### src/rtl/itch_book_cmd_arbiter_pkg.sv
// Shared types for the ITCH-to-order-book command arbiter: decoded message
// layouts, the book command word and the arbiter state encoding.
package itch_book_cmd_arbiter_pkg;

  localparam int TS_W             = 48;
  localparam int STALL_LIMIT_DFLT = 1024;

  typedef enum logic [1:0] {
    ADD  = 2'd0,
    DEL  = 2'd1,
    EXEC = 2'd2
  } bookOpType;

  typedef enum logic {
    IDLE = 1'b0,
    HOLD = 1'b1
  } arbStateType;

  typedef struct packed {
    logic [TS_W-1:0] timeStamp;
    logic [63:0]     orderRefNum;
    logic [7:0]      buySell;
    logic [31:0]     shares;
    logic [63:0]     stock;
    logic [31:0]     price;
  } itchAddOrderType;

  typedef struct packed {
    logic [TS_W-1:0] timeStamp;
    logic [63:0]     orderRefNum;
  } itchDeleteOrderType;

  // The decoder forwards only what the book needs from an execution.
  typedef struct packed {
    logic [TS_W-1:0] timeStamp;
    logic [63:0]     orderRefNum;
  } itchOrderExecutedType;

  typedef struct packed {
    bookOpType       op;
    logic [63:0]     refNum;
    logic [7:0]      side;
    logic [31:0]     shares;
    logic [31:0]     price;
    logic [63:0]     stock;
    logic [TS_W-1:0] timeStamp;
  } bookCmdType;

  function automatic bookOpType next_op(input bookOpType op);
    case (op)
      ADD:     return DEL;
      DEL:     return EXEC;
      default: return ADD;
    endcase
  endfunction

endpackage

### src/rtl/itch_ts_min3.sv
// Three-way oldest-timestamp picker; equal minima resolved round-robin
// starting at rr_ptr. Produces a one-hot grant, or zero when nothing is valid.
module itch_ts_min3
  import itch_book_cmd_arbiter_pkg::*;
(
  input  logic [2:0]           valid,
  input  logic [2:0][TS_W-1:0] ts,
  input  bookOpType            rr_ptr,
  output logic [2:0]           grant
);

  logic [TS_W-1:0] min_ts;
  logic [2:0]      tie;
  logic [1:0]      idx;

  always_comb begin
    min_ts = '1;
    for (int i = 0; i < 3; i++)
      if (valid[i] && (ts[i] < min_ts)) min_ts = ts[i];

    for (int i = 0; i < 3; i++)
      tie[i] = valid[i] && (ts[i] == min_ts);

    // Walk ADD -> DEL -> EXEC from rr_ptr; first tied candidate wins.
    grant = '0;
    idx   = rr_ptr;
    for (int k = 0; k < 3; k++) begin
      if ((grant == 3'b000) && tie[idx]) grant[idx] = 1'b1;
      idx = (idx == 2'd2) ? 2'd0 : idx + 2'd1;
    end
  end

endmodule

### src/rtl/itch_book_cmd_arbiter.sv
// Merges decoded ITCH add/delete/executed streams into one registered book
// command port, oldest timestamp first, with grant counters and a stall watchdog.
module itch_book_cmd_arbiter
  import itch_book_cmd_arbiter_pkg::*;
#(
  parameter int STALL_LIMIT = STALL_LIMIT_DFLT,
  parameter int CNT_W       = 32
) (
  input  logic                 clk,
  input  logic                 rstN,
  input  logic                 addValid,
  output logic                 addReady,
  input  itchAddOrderType      addMsg,
  input  logic                 delValid,
  output logic                 delReady,
  input  itchDeleteOrderType   delMsg,
  input  logic                 exeValid,
  output logic                 exeReady,
  input  itchOrderExecutedType exeMsg,
  input  logic                 flush,
  output logic                 cmdValid,
  input  logic                 cmdReady,
  output logic [1:0]           cmdOp,
  output logic [63:0]          cmdRefNum,
  output logic [7:0]           cmdSide,
  output logic [31:0]          cmdShares,
  output logic [31:0]          cmdPrice,
  output logic [63:0]          cmdStock,
  output logic [TS_W-1:0]      cmdTimeStamp,
  output logic [CNT_W-1:0]     addCnt,
  output logic [CNT_W-1:0]     delCnt,
  output logic [CNT_W-1:0]     exeCnt,
  output logic                 stallErr
);

  localparam int SC_W = $clog2(STALL_LIMIT + 1);

  arbStateType          state, state_nxt;
  bookOpType            rr_ptr;
  bookCmdType           cmd_q, cand;
  logic [2:0]           valid, grant;
  logic [2:0][TS_W-1:0] ts;
  logic                 hshk, load_ok, load;
  logic [SC_W-1:0]      stall_cnt, stall_nxt;

  assign valid = {exeValid, delValid, addValid};
  assign ts    = {exeMsg.timeStamp, delMsg.timeStamp, addMsg.timeStamp};

  itch_ts_min3 u_pick (
    .valid  (valid),
    .ts     (ts),
    .rr_ptr (rr_ptr),
    .grant  (grant)
  );

  always_ff @(posedge clk or negedge rstN) begin
    if (!rstN) state <= IDLE;
    else       state <= state_nxt;
  end

  // rstN gating keeps the readys low while the block is held in reset.
  always_comb begin
    hshk      = (state == HOLD) && cmdReady;
    load_ok   = rstN && !flush && ((state == IDLE) || hshk);
    load      = load_ok && (grant != 3'b000);
    addReady  = load_ok && grant[0];
    delReady  = load_ok && grant[1];
    exeReady  = load_ok && grant[2];
    state_nxt = state;
    if (flush)     state_nxt = IDLE;
    else if (load) state_nxt = HOLD;
    else if (hshk) state_nxt = IDLE;
  end

  always_comb begin
    cand = '0;
    if (grant[0]) begin
      cand.op        = ADD;
      cand.refNum    = addMsg.orderRefNum;
      cand.side      = addMsg.buySell;
      cand.shares    = addMsg.shares;
      cand.price     = addMsg.price;
      cand.stock     = addMsg.stock;
      cand.timeStamp = addMsg.timeStamp;
    end else if (grant[1]) begin
      cand.op        = DEL;
      cand.refNum    = delMsg.orderRefNum;
      cand.timeStamp = delMsg.timeStamp;
    end else if (grant[2]) begin
      cand.op        = EXEC;
      cand.refNum    = exeMsg.orderRefNum;
      cand.timeStamp = exeMsg.timeStamp;
    end
  end

  // Counts consecutive blocked cycles; HOLD without handshake means cmdReady=0.
  always_comb begin
    stall_nxt = stall_cnt;
    if (flush || hshk)
      stall_nxt = '0;
    else if ((state == HOLD) && (stall_cnt != SC_W'(STALL_LIMIT)))
      stall_nxt = stall_cnt + SC_W'(1);
  end

  always_ff @(posedge clk or negedge rstN) begin
    if (!rstN) begin
      rr_ptr    <= ADD;
      cmd_q     <= '0;
      addCnt    <= '0;
      delCnt    <= '0;
      exeCnt    <= '0;
      stall_cnt <= '0;
      stallErr  <= 1'b0;
    end else begin
      stall_cnt <= stall_nxt;
      if (stall_nxt == SC_W'(STALL_LIMIT)) stallErr <= 1'b1;
      if (load) begin
        cmd_q  <= cand;
        rr_ptr <= next_op(cand.op);
        if (grant[0]) addCnt <= addCnt + CNT_W'(1);
        if (grant[1]) delCnt <= delCnt + CNT_W'(1);
        if (grant[2]) exeCnt <= exeCnt + CNT_W'(1);
      end
    end
  end

  assign cmdValid     = (state == HOLD);
  assign cmdOp        = cmd_q.op;
  assign cmdRefNum    = cmd_q.refNum;
  assign cmdSide      = cmd_q.side;
  assign cmdShares    = cmd_q.shares;
  assign cmdPrice     = cmd_q.price;
  assign cmdStock     = cmd_q.stock;
  assign cmdTimeStamp = cmd_q.timeStamp;

endmodule
### config.mk
export PLATFORM = sky130hd
export DESIGN_NAME = itch_book_cmd_arbiter
export DESIGN_NICKNAME = d
export VERILOG_FILES = /design/src/rtl/itch_book_cmd_arbiter_pkg.sv /design/src/rtl/itch_ts_min3.sv /design/src/rtl/itch_book_cmd_arbiter.sv
export SDC_FILE = /design/constraint.sdc
export NUM_CORES = 1
export LEC_CHECK = 0
export ABC_CLOCK_PERIOD_IN_PS = 11940
export CAP_MARGIN = 15
export CORE_AREA = 3 3 319 321
export CTS_CLUSTER_SIZE = 24
export DETAILED_ROUTE_END_ITERATION = 6
export DIE_AREA = 0 0 322 324
export GPL_TIMING_DRIVEN = 0
export HOLD_SLACK_MARGIN = 0.12
export PLACE_DENSITY = 0.5
export SKIP_LAST_GASP = 1
export SLEW_MARGIN = 30
export SYNTH_ARGS = -nofsm -noshare
export SYNTH_HDL_FRONTEND = slang
export SYNTH_HIERARCHICAL = 1
export SYNTH_SLANG_ARGS = --single-unit
### constraint.sdc
create_clock -name clk -period 11.94 [get_ports clk]
set_clock_uncertainty 0.15 [all_clocks]
set_input_delay 2.388 -clock clk [delete_from_list [all_inputs] [get_ports clk]]
set_output_delay 2.388 -clock clk [all_outputs]
set_load 0.005 [all_outputs]
* Yosys cells after proc, flatten, opt, wreduce, memory -nomap -nowiden
Cells that the tools add are included.
** Storage, ports and cells
- Flip-flop bits (word level) :: 361
- Output and inout bits :: 351
** Operators by class
- Add/sub/neg operators :: 6
- Equality and inequality tests :: 8
- Reduce and logical (&&, ||, !) cells :: 30
- Bitwise logic cells :: 3
- $lt $le $gt $ge :: 9
- Muxes and demuxes :: 33
** Operator list (number)
- two-way mux 48 bit :: 6
- two-way mux 66 bit :: 3
- equality test 48 bit :: 3
- two-way mux 136 bit :: 1
- adder 32 x 1 -> 32 bit (second input constant) :: 3
- less-than comparator 48 bit :: 2
- less-than comparator 48 bit (second input constant) :: 1
- two-way mux 11 bit :: 2
- logical AND 1 bit :: 19
- adder 11 x 1 -> 11 bit (second input constant) :: 1
- equality test 11 bit (second input constant) :: 1
- != test 11 bit (second input constant) :: 1
- less-than comparator 2 x 3 -> 1 bit (second input constant) :: 3
- two-way mux 1 bit :: 9
- two-way mux 3 bit :: 3
- binary-select mux 1 bit (select 2 bit) :: 3
- demux 1 bit (select 2 bit) :: 3
- greater-or-equal comparator 2 x 1 -> 1 bit (second input constant) :: 3
- zero test 3 bit :: 2
- bitwise OR 3 bit :: 2
- AND reduction 2 bit :: 3
- nonzero test 3 bit :: 2
- adder 2 x 1 -> 2 bit (second input constant) :: 2
- equality test 2 bit (second input constant) :: 2
- 7 further kinds :: 9

* Depth between registers and ports, before layout
Gate-level depths: netlist of the first run.
- Depth in word-level cells :: 25
- Depth in mapped cells :: 43
- Gate-level depth less buffers :: 32

* Hierarchy
The synthesis of the first run kept the hierarchy.
** Modules (own cells, without submodules)
- itch_book_cmd_arbiter :: area an instance 16131.7 um2, cells each 1532, instances 1, sequential area each 9008.6 um2
- itch_ts_min3 :: area an instance 6885.4 um2, cells each 968, instances 1, sequential area each 0.0 um2

* Worst setup path before layout of the first run
OpenSTA, ideal clock, no wires.
- Kind :: input to output
- From :: input port addMsg[203] (netlist name)
- To :: output port delReady
- Stages on the path :: 38
- Data arrival time :: 9579 ps
- Required time :: 9402 ps
- Setup slack :: -177 ps
- Path through :: buf_4 -> nand4_1 -> or4_4 -> o41ai_4 -> buf_6 -> buf_8 -> nor2_1 -> ha_1 -> nand4_1 -> nor2_1 -> a221oi_1 -> a31o_2 -> nand3_2 -> buf_6 -> buf_6 -> buf_6 -> nand2_1 -> o21ai_0 -> [2 not listed] -> nor3_1 -> nand3_1 -> a2111oi_4 -> a221oi_1 -> and3_1 -> clkbuf_1 -> nand2_1 -> buf_6 -> mux2_2 -> a211oi_2 -> o2111ai_1 -> nor3_2 -> o21ai_1 -> nor3b_2 -> buf_2 -> clkbuf_1 -> nand2_1 -> inv_1
** On the way
- Longest elaborated chain between the ends :: 21
- Elaborated cells on any way between the ends :: 31
- Those cells by class :: order compare: 3; eq/ne: 3; mux: 12; bitwise: 2; reduce/logical: 11
** RTL lines
- start: declaration :: RTL line itch_book_cmd_arbiter.sv:13 : input itchAddOrderType addMsg,
- less-than comparator 48 bit :: RTL line itch_ts_min3.sv:19 : if (valid[i] && (ts[i] < min_ts)) min_ts = ts[i];
- logical AND 1 bit :: RTL line itch_ts_min3.sv:19
- two-way mux 48 bit :: RTL line itch_ts_min3.sv:19
- less-than comparator 48 bit :: RTL line itch_ts_min3.sv:19
- logical AND 1 bit :: RTL line itch_ts_min3.sv:19
- two-way mux 48 bit :: RTL line itch_ts_min3.sv:19
- less-than comparator 48 bit :: RTL line itch_ts_min3.sv:19
- logical AND 1 bit :: RTL line itch_ts_min3.sv:19
- [6 not listed]
- zero test 3 bit :: RTL line itch_ts_min3.sv:28 : if ((grant == 3'b000) && tie[idx]) grant[idx] = 1'b1;
- logical AND 1 bit :: RTL line itch_ts_min3.sv:28
- two-way mux 3 bit :: RTL line itch_ts_min3.sv:28
- zero test 3 bit :: RTL line itch_ts_min3.sv:28
- logical AND 1 bit :: RTL line itch_ts_min3.sv:28
- two-way mux 3 bit * :: RTL line itch_ts_min3.sv:28
- net grant[1] :: RTL line itch_book_cmd_arbiter.sv:41 : logic [2:0] valid, grant;
- logical AND 1 bit * :: RTL line itch_book_cmd_arbiter.sv:67 : delReady = load_ok && grant[1];
- end: declaration :: RTL line itch_book_cmd_arbiter.sv:15 : output logic delReady,
Mark *: on every way through the listed nets, which the timed path passes. The rest lies on a longest branch. The select of a mux whose other input is x is not followed.

* Final worst setup path of the first run
- From :: input port addMsg[226] (netlist name)
- To :: output port addReady
** On the way
- Longest elaborated chain between the ends :: 21
- Elaborated cells on any way between the ends :: 31
- Those cells by class :: order compare: 3; eq/ne: 3; mux: 12; bitwise: 2; reduce/logical: 11
** RTL lines
- less-than comparator 48 bit :: RTL line itch_ts_min3.sv:19
- logical AND 1 bit :: RTL line itch_ts_min3.sv:19
- two-way mux 48 bit :: RTL line itch_ts_min3.sv:19
- less-than comparator 48 bit :: RTL line itch_ts_min3.sv:19
- logical AND 1 bit :: RTL line itch_ts_min3.sv:19
- two-way mux 48 bit :: RTL line itch_ts_min3.sv:19
- less-than comparator 48 bit :: RTL line itch_ts_min3.sv:19
- logical AND 1 bit :: RTL line itch_ts_min3.sv:19
- [6 not listed]
- zero test 3 bit :: RTL line itch_ts_min3.sv:28
- logical AND 1 bit :: RTL line itch_ts_min3.sv:28
- two-way mux 3 bit :: RTL line itch_ts_min3.sv:28
- zero test 3 bit :: RTL line itch_ts_min3.sv:28
- logical AND 1 bit :: RTL line itch_ts_min3.sv:28
- two-way mux 3 bit * :: RTL line itch_ts_min3.sv:28
- net grant[0] :: RTL line itch_book_cmd_arbiter.sv:41
- logical AND 1 bit * :: RTL line itch_book_cmd_arbiter.sv:66 : addReady = load_ok && grant[0];
- end: declaration :: RTL line itch_book_cmd_arbiter.sv:12 : output logic addReady,
Marked as above.

==> results of run 1 <==
-- registers in the layout (all words and copies together), names as in the netlist, 2 cells and up --
name and count:
delCnt 32, exeCnt 32, cmdOp 2, cmdRefNum 64, cmdShares 32, cmdTimeStamp 48, cmdPrice 32, cmdStock 64
stall_cnt 11, cmdSide 8, addCnt 32
-- stage by stage --
stage / setup WS [ps] / power [mW] / setup TNS, ps / std cells
final: -1420 / 3.96 / -3470 / 4832
after global routing: -1390 / 4.12 / -3320 / 4825
after CTS: -1270 / 3.94 / -2810 / 4795
after detailed placement: -6170 / 2.39 / -1345670 / 4632
after global placement: -9180 / 2.39 / -5656850 / 4627
after floorplan: -45.9 / 1.72 / -45.9 / 2500
-- metal layers --
metal,GRT usage,vias to the layer above
met1,0.362,12881
li1,-,11279
met3,0.0764,433
met4,0.139,10
met2,0.430,1586
met5,0,-
-- final timing paths --
kind / cells after the start / end / slack, ps
min in group asynchronous: 1 / cmdRefNum[61] / 1540
max: 38 / addReady / -1420
min reg2reg: 1 / addCnt[31] / 320
max in group asynchronous: 4 / cmdTimeStamp[19] / 8640
min: 1 / addCnt[31] / 320
max reg2reg: 10 / cmdTimeStamp[27] / 8230
-- synth_stat cells (all sizes together), types with 5 or more instances --
library cell / count / share of area
dfrtp: 360 / 0.39
nand2: 225 / 0.037
nor2: 219 / 0.036
o21ai: 191 / 0.042
a21oi: 172 / 0.037
a22o: 137 / 0.052
a22oi: 123 / 0.040
xnor2: 107 / 0.041
inv: 101 / 0.016
ha: 99 / 0.054
buf: 89 / 0.026
xor2: 67 / 0.025
nand4: 66 / 0.020
clkbuf: 64 / 0.010
nand3: 58 / 0.013
nor3: 49 / 0.015
o22ai: 33 / 0.0090
nor4: 32 / 0.013
and3: 28 / 0.0076
mux2: 26 / 0.013
o211ai: 16 / 0.0052
a211oi: 15 / 0.0055
a221oi: 14 / 0.0056
nand2b: 14 / 0.0043
mux2i: 13 / 0.0064
nor2b: 13 / 0.0039
a31oi: 11 / 0.0036
or3: 11 / 0.0030
a2111oi: 10 / 0.0060
and4: 10 / 0.0039
o2111ai: 10 / 0.0038
a21o: 9 / 0.0029
and2: 9 / 0.0024
o2bb2ai: 9 / 0.0034
o221ai: 8 / 0.0030
o31ai: 8 / 0.0046
a2bb2oi: 7 / 0.0027
nor3b: 6 / 0.0024
o21a: 6 / 0.0020
a222oi: 5 / 0.0022
-- layout make-up --
type                            instances  area, um2  share of cell area
Multi-Input combinational cell       1886      13800               0.374
Tap cell                             1298       1620              0.0439
Antenna cell                           14       35.0            0.000948
Clock buffer                           69       1380              0.0373
Clock inverter                         16        183             0.00494
Timing Repair Buffer                  939       9410               0.255
Sequential cell                       360       9010               0.244
Inverter                              101        388              0.0105
Buffer                                149       1100              0.0297
-- what timing repair did --
item	4_1_cts	5_1_grt
gates cloned	5	2
pin swaps	60	27
hold buffers	0	0
gates resized for setup	411	155
setup buffers	76	22
setup endpoints to repair	351	89
-- power by group --
part / switching (mW) / internal, mW / leakage (nW)
sequential: 0.0486 / 1.30 / 4.90
combinational: 0.651 / 0.532 / 9.88
clock: 0.606 / 0.831 / 0.759
-- kinds of logic after synthesis --
family | after synthesis
flops | 360
buf+inv | 254
xor+xnor | 174
fa+ha+maj | 99
compound gates | 826
simple gates | 748
mux | 39
==> results by group, run 1 <==
Place
  – PortBufs: around 830
  – Dpl cell area: 33100 um2
  – DP Wirelength: ~120000 um
  – GP Congestion: between 1 and 1.5

Drt
  – Vias per inst: ~5.4
  – Vias post-DR: 26189
  – DRC: 6
  – Total iterations of the first detailed-routing run: 7
  – Metal3 WL: between 10000 and 15000 um
  – WL/cell: around 32 um
  – DRT Wirelength: approximately 150000 um
  – Antenna Nets Post-Route: 0
  – DR iter-0 viols: 2810
  – Wl on met1: roughly 63000 um
  – Top Metal Used: met5
  – Met2 wire length: between 60000 and 70000 um

Floorplanning
  – Die width: 322 um
  – # rows: approximately 120
  – Core box area: between 90000 and 100000 um2
  – Ports: between 800 and 900
  – Starting density of the core: 0.231
  – Die ar.: ~100000 um2
  – Die height: ~320 um

STA
  – Slew Viols, Final: 0
  – WHS: around 320 ps
  – Max Clk Rate: between 70 and 80 MHz
  – Fin crit share: 1.12
  – Final WS setup: -1420 ps
  – Worst slew margin: 0.378
  – Final Hold Viols: 0
  – # setup viols final: 3
  – RSZ-0062 raised after global routing: yes
  – Min cycle time layout: around 13000 ps
  – Worst Max-Slew Pin Slew: 930 ps

Finish
  – Most frequent cells in the layout: clkdlybuf4s50_1 (778), dfrtp_1 (360), nand2_1 (215)
  – Commonest non-fill, non-tap cell in the layout: clkdlybuf4s50_1
  – # fillers: a little over 10000
  – Final Cell Area: approximately 37000 um2
  – Area Overhead vs Synth: 60.6%
  – Final core utilization: 0.371
  – Layout net count: 4062
  – Fraction of layout cells with a size suffix above 1: 0.155

Synthesis
  – Syn Inst Count: 2500
  – Main combinational cell family by area after synthesis: compound AO/OA/AOI/OAI gates
  – Seq cells post-synth: 360
  – Post-synthesis simple-gate area fraction: 0.166
  – Mux contribution to synthesized area: 0.0192
  – Distinct cells, synth: 100
  – Dominant synthesized flop cell: dfrtp_1
  – Mapped Area: 23000 um2
  – EDFF count, synth: 0
  – Synth warn: 6
  – Post-synthesis async set-or-reset flop share: 1.00
  – Mean post-synth cell area: slightly above 9 um2
  – Sequential-to-total area share from yosys stat: 0.391
  – Compound-gate portion of the synthesized area: 0.250
  – Post-synth net total: slightly above 3000
  – Xor and xnor area share after synthesis: 0.0662
  – Adder-cell share of the synthesized area: 0.0538

Clocking
  – CTS tree: built
  – Reg clk slew, reported paths: 60 ps
  – Num CTS Buffers: 47
  – Depth of the CTS H-tree: 2
  – Max Buffers Root-to-Sink: 3
  – Clk root buf: clkbuf_16
  – Clk_lat worst skew: roughly 610 ps
  – Clk sinks: 360

Worst setup path
  – Setup CP Type: input pin to output port
  – Buf+Inv Stages, Crit Path: 12
  – Worst path slowest cell: or4_4
  – CP startpoint: addMsg[226]
  – Critical Path RT: 9400 ps
  – Worst R2R Start: cmdOp[0]
  – Startpoint types: input pin
  – CP Capture Type: output port
  – Critical Path Max Stage Delay: approximately 600 ps
  – CP delay by family, top: simple AND/OR/NAND/NOR gates
  – Crit path arrival time: between 10000 and 15000 ps
  – Worst-path fanout max: 10

Global route
  – Global route total overflow: 0
  – First-pass GRT wire length: 206000 um
  – Largest net degree at the start of global routing: 74
  – Initial antenna violation count: 22
  – GRT Util Overall: 0.280
  – Vias in the first global route: about 25000

Power and ir drop
  – Peak supply drop: ~0.000098 V
  – P per Cell Area: roughly 110 nW/um2
  – Leakage: between 15 and 20 nW

Outcome
  – Status: complete, but fails checks
  – Failing checks: design-rule violations, negative setup slack

Min path
  – Type of the tightest min-delay check: register to register
  – Worst Min Path Start: addCnt[31]

Run
  – MaxCap Viol Count: 0
(Power assumes the default switching activity.)
==> run 2: changes to the inputs <==
--- a/config.mk
+++ b/config.mk
@@ -6,7 +6,7 @@
 export NUM_CORES = 1
 export LEC_CHECK = 0
 export ABC_CLOCK_PERIOD_IN_PS = 11940
-export CAP_MARGIN = 15
+export CAP_MARGIN = 20
 export CORE_AREA = 3 3 319 321
 export CTS_CLUSTER_SIZE = 24
 export DETAILED_ROUTE_END_ITERATION = 6
==> results of run 2 <==
Same layout as run 1: the final DEF is identical, and so are final timing and power.
